### src/rtl/sdram_arb2.sv
// sdram_arb2 -- two-master arbiter in front of the SDRAM controller's
// valid/ready port. It serialises word requests from m0 (CPU) and m1
// (DMA/video) onto the single controller port, one transaction at a time.
// It also routes the read data and the completion pulse back to the owning
// master only.
//
// Ports
//   clk, resetn          : clock, asynchronous active-low reset
//   mN_addr/din/wmask    : master request (wmask == 0 means read)
//   mN_valid             : master request, held until mN_ready
//   mN_dout, mN_ready    : read data / one-cycle completion pulse
//   mem_addr/din/wmask   : registered request to the controller
//   mem_valid            : registered request strobe to the controller
//   mem_dout, mem_ready  : controller read data / one-cycle completion pulse
//   grant                : owner of the current or last transaction (debug)
//
// Build option
//   SDRAM_ARB_RR_EN      : defined -> round-robin on ties,
//                          undefined -> fixed priority (m0 wins ties)
//
// state | meaning
// ------+-----------------------------------------------------------------
// IDLE  | no transaction open; arbitrate and latch the winner's request
// ISSUE | mem_valid high, request frozen, waiting for mem_ready
// DONE  | winner's ready pulse; mem_valid low so the request is not re-seen

module sdram_arb2 #(
  parameter int ADDR_WIDTH = 25
) (
  input  logic                  clk,
  input  logic                  resetn,
  input  logic [ADDR_WIDTH-1:0] m0_addr,
  input  logic [31:0]           m0_din,
  input  logic [3:0]            m0_wmask,
  input  logic                  m0_valid,
  output logic [31:0]           m0_dout,
  output logic                  m0_ready,
  input  logic [ADDR_WIDTH-1:0] m1_addr,
  input  logic [31:0]           m1_din,
  input  logic [3:0]            m1_wmask,
  input  logic                  m1_valid,
  output logic [31:0]           m1_dout,
  output logic                  m1_ready,
  output logic [ADDR_WIDTH-1:0] mem_addr,
  output logic [31:0]           mem_din,
  output logic [3:0]            mem_wmask,
  output logic                  mem_valid,
  input  logic [31:0]           mem_dout,
  input  logic                  mem_ready,
  output logic                  grant
);

  typedef enum logic [1:0] {
    IDLE  = 2'd0,
    ISSUE = 2'd1,
    DONE  = 2'd2
  } state_t;

  state_t state;
  logic   any_valid;
  logic   pick_m1;

  // Winner selection; only used in IDLE when any_valid is set.
  always_comb begin
    any_valid = m0_valid | m1_valid;
`ifdef SDRAM_ARB_RR_EN
    // On a tie, hand the port to whoever did not own it last.
    if (m0_valid && m1_valid) pick_m1 = ~grant;
    else                      pick_m1 = m1_valid;
`else
    pick_m1 = ~m0_valid;
`endif
  end

  always_ff @(posedge clk or negedge resetn) begin
    if (!resetn) begin
      state     <= IDLE;
      mem_addr  <= '0;
      mem_din   <= '0;
      mem_wmask <= '0;
      mem_valid <= 1'b0;
      m0_ready  <= 1'b0;
      m1_ready  <= 1'b0;
      m0_dout   <= '0;
      m1_dout   <= '0;
      // Starting at 1 means m0 wins the first tie under round-robin.
      grant     <= 1'b1;
    end else begin
      m0_ready <= 1'b0;
      m1_ready <= 1'b0;
      case (state)
        IDLE: begin
          if (any_valid) begin
            grant     <= pick_m1;
            mem_addr  <= pick_m1 ? m1_addr  : m0_addr;
            mem_din   <= pick_m1 ? m1_din   : m0_din;
            mem_wmask <= pick_m1 ? m1_wmask : m0_wmask;
            mem_valid <= 1'b1;
            state     <= ISSUE;
          end
        end
        ISSUE: begin
          if (mem_ready) begin
            mem_valid <= 1'b0;
            state     <= DONE;
            // Writes leave the owner's read-data register untouched.
            if (grant) begin
              m1_ready <= 1'b1;
              if (mem_wmask == 4'd0) m1_dout <= mem_dout;
            end else begin
              m0_ready <= 1'b1;
              if (mem_wmask == 4'd0) m0_dout <= mem_dout;
            end
          end
        end
        DONE: begin
          // The winner's valid is still high here, so no arbitration.
          state <= IDLE;
        end
        default: state <= IDLE;
      endcase
    end
  end

endmodule

### config.mk
export PLATFORM = sky130hd
export DESIGN_NAME = sdram_arb2
export DESIGN_NICKNAME = d
export VERILOG_FILES = /design/src/rtl/sdram_arb2.sv
export SDC_FILE = /design/constraint.sdc
export NUM_CORES = 1
export LEC_CHECK = 0
export ABC_AREA = 1
export BUFFER_PORTS_ARGS = -buffer_cell sky130_fd_sc_hd__buf_2
export CORE_MARGIN = 2
export CORE_UTILIZATION = 50
export DETAILED_ROUTE_END_ITERATION = 7
export GPL_ROUTABILITY_DRIVEN = 0
export PLACE_DENSITY_LB_ADDON = 0.05
export SETUP_SLACK_MARGIN = 0.2
export SLEW_MARGIN = 0
export SYNTH_ARGS = -nofsm -noshare
export SYNTH_HDL_FRONTEND = slang
export SYNTH_SLANG_ARGS = --single-unit
### constraint.sdc
create_clock -name clk -period 2.4 [get_ports clk]
set_input_delay 0.36 -clock clk [delete_from_list [all_inputs] [get_ports clk]]
set_output_delay 0.36 -clock clk [all_outputs]
set_load 0.01 [all_outputs]
==> results.md <==
* Status: finished, final reports clean
* Arr. time, crit path at roughly 1.9 ns
* Syn nets at about 900
* Rows at 39
* Synthesized area at 5920 sq um
* Worst hold-check slack at ~0.2 ns
* Most common cell in the synthesized netlist: nand2_1
* Vias in the first global route at 5378
* R2R Path End: m1_dout[20]$_DFFE_PN0P_
* CTS resizes at 0
* Post-DP Area at 7430 sq um
* WL final at 15800 um
* Initial antenna violation count at 0
* Htree depth at 4
* Ports at 288
* Synth Register Bits at 131
* Die Wd at 113 um
* RSZ-0062 raised after global routing: no
* Via Count at between 5000 and 6000
* CP startpoint kind: flip-flop
* DRC at 0
* Pwr per Cell Area at 1260 nW/um^2
* Relative slew slack at 60.2%
* Main synth FF type: dfrtp_1
* Sequential share of the synthesized area at about 55%
* Post-Layout Inst Area at a little over 8000 sq um
* Fmax at 644 MHz
* IO Port Bufs at 287
* Detail Placement HPWL at roughly 11000 um
* Die footprint at around 13000 sq um
* Root Buffer: clkbuf_16
* TritonCTS clock tree: done
* GRT overflow at 0
* Synth unique cells at 15
* CP Max Fanout at 22
* Post-synthesis mux area share at 0%
* Nets at 1191
* Final min period at 1.55 ns
* Detailed Route Iter0 Violations at ~440
* Max-cap violations at 0
* Worst r2r path cells at 5
* Drt wl/cell at 13.3 um
* CP Capture Type: flip-flop
* Chip Height at 113 um
* Antenna diode count at 0
* Critical Path Max Stage Delay at 0.55 ns
* Syn. warnings at 0
* Worst-path clk slew at 0.06 ns
* FF-to-FF Start: grant$_DFFE_PN1P_
* Synth cell count leaders: 372 x nand2_1, 130 x dfrtp_1, 69 x inv_1
* Number of synthesized flops with an enable pin at 0
* Area Growth Syn to Fin at 37.1%
* Clock Path Buffers at 2
* Post-Synth XOR/XNOR Area at 0%
* Flop2flop setup slack at 0.85 ns
* Mapped Avg Cell Area at 7.80 sq um
* Antenna-violating nets left at 0
* Cell accounting for the most synthesized area: dfrtp_1
* Fraction of registers with async set/reset at 100%
* Cts bufs inserted at 17
* Simple-gate share of the synthesized area at between 20% and 30%
* Worst hold start: mem_dout[16]
* Hold Crit Depth at 3
* Hold Path Sink: m0_dout[16]$_DFFE_PN0P_
* Vias/cell at 4.77
* Crit-path cells: nand2_1, nor2_4, buf_4, nand3_1, nand2_1
* Global-route wire length before repair at 25800 um
* Clock sinks at 131
* Worst vdd rail ir drop at ~0.66 mV
* Worst skew pair latency at between 0.4 and 0.5 ns
* # setup viols final at 0
* Synth top area share at 55.0%
* Layout cell share with drive strength beyond 1 at 32.2%
* Core Box Area at 11500 sq um
* Post-Synthesis Cells at between 700 and 800
* Final hold violation count at 0
* Worst hold path type: in -> reg
* GRT Total Usage at 25.4%
* Setup_tns at 0 ns
* Post-synthesis compound-gate area fraction at 5.90%
* Area share of fa/ha/maj cells after synthesis at 0%
* Worst path required time at 2.75 ns
* Initial Utilization at 51.6%
* Combinational family with the most area after synthesis: simple AND/OR/NAND/NOR gates
* Worst-Margin Slew at 0.597 ns
* Largest net degree at the start of global routing at 88
* Worst Clk Skew at 0.0131 ns
* Synth area leaders: dfrtp_1 55%, nand2_1 24%, o21ai_0 5.7%
* Crit path max-delay cell type: dfstp_2
* Final period utilization at 64.7%
* Top cell by count, worst path: nand2_1
* CP Class: reg -> reg
* Final slew viol count at 0
* Post-Route Utilization at 70.8%
* First-pass iteration count of the detailed router at 4
* Leakage at 4.93 nW
-- power by group --
part           internal, mW  leakage, nW  total (mW)  switching, mW
clock                  1.98        0.325        2.89          0.914
sequential             3.19         1.66        3.72          0.524
combinational          1.35         2.94        3.62           2.27
total                  6.53         4.93        10.2           3.71
-- cells by family after synthesis --
kind of cell,Yosys count
AO/OA/AOI/OAI,69
buffers and inverters,115
AND/OR/NAND/NOR,444
flip-flops,131
-- placed cells by master (no fill, tap or decap) --
cell             n
clkbuf_8         5
bufinv_16        5
buf_2          285
dfrtp_1        130
nor2_1           3
clkinv_2         1
clkinv_4         1
clkinvlp_4       1
nand3_1         64
nor2_4           4
dfstp_2          1
o21ai_4          1
nand2_2          1
inv_1           69
dlygate4sd3_1    1
buf_12           4
clkbuf_1         1
o21ai_0         68
buf_4           10
clkbuf_16       17
nand2_1        372
-- area by class of cell --
cell class / instances / area, sq um
Clock buffer: 23 / 498
Multi-Input combinational cell: 513 / 2140
Fill cell: 979 / 3350
Timing Repair Buffer: 300 / 1590
Inverter: 69 / 259
Tap cell: 143 / 179
Sequential cell: 131 / 3280
Clock inverter: 8 / 171
-- sequential cells by signal (all words and copies together), names as in the netlist --
register and flops:
state 2, mem_valid 1, m1_ready 1, m1_dout 32, mem_wmask 4, m0_ready 1
mem_addr 25, m0_dout 32, mem_din 32, grant 1
-- through the flow --
step	total power [mW]	worst slack [ns]	cells
after CTS	10.3	0.825	1187
after global placement	7.32	0.834	1155
final	10.2	0.846	1187
after detailed placement	7.40	0.812	1155
after global routing	10.9	0.667	1187
after floorplan	5.79	1.12	759
-- worst max-delay path by stage --
stage	startpoint	end	slack [ns]	cells past startpoint
after global routing	mem_wmask[0]$_DFFE_PN0P_	m1_dout[28]$_DFFE_PN0P_	0.67	6
after global placement	m0_valid	mem_addr[9]$_DFFE_PN0P_	0.83	6
after CTS	grant$_DFFE_PN1P_	m1_dout[20]$_DFFE_PN0P_	0.83	5
final	grant$_DFFE_PN1P_	m1_dout[20]$_DFFE_PN0P_	0.85	5
after detailed placement	m0_valid	mem_din[4]$_DFFE_PN0P_	0.81	6
after floorplan	grant$_DFFE_PN1P_	m1_dout[10]$_DFFE_PN0P_	1.12	6
-- repair_timing --
item | in CTS | in global routing
setup buffers | 0 | 0
hold buffers | 1 | 0
endpoints found under the hold margin | 36 | 0
-- critical path, delay by kind of cell, from the launching register on --
kind | cells | cell delay [ns]
DFF | 1 | 0.55
and+or+nand+nor | 4 | 0.62
buffers and inverters | 1 | 0.32
-- metal layers --
layer  part of all wire (%)  GRT usage [%]  vias to the layer above
met5                      0              0                        -
met4                    2.5           8.46                        0
met3                    7.1           7.82                       27
met2                     50           42.5                      201
met1                     41           31.5                     2571
li1                       -              -                     2866
Power figures use the tool's default switching activity.
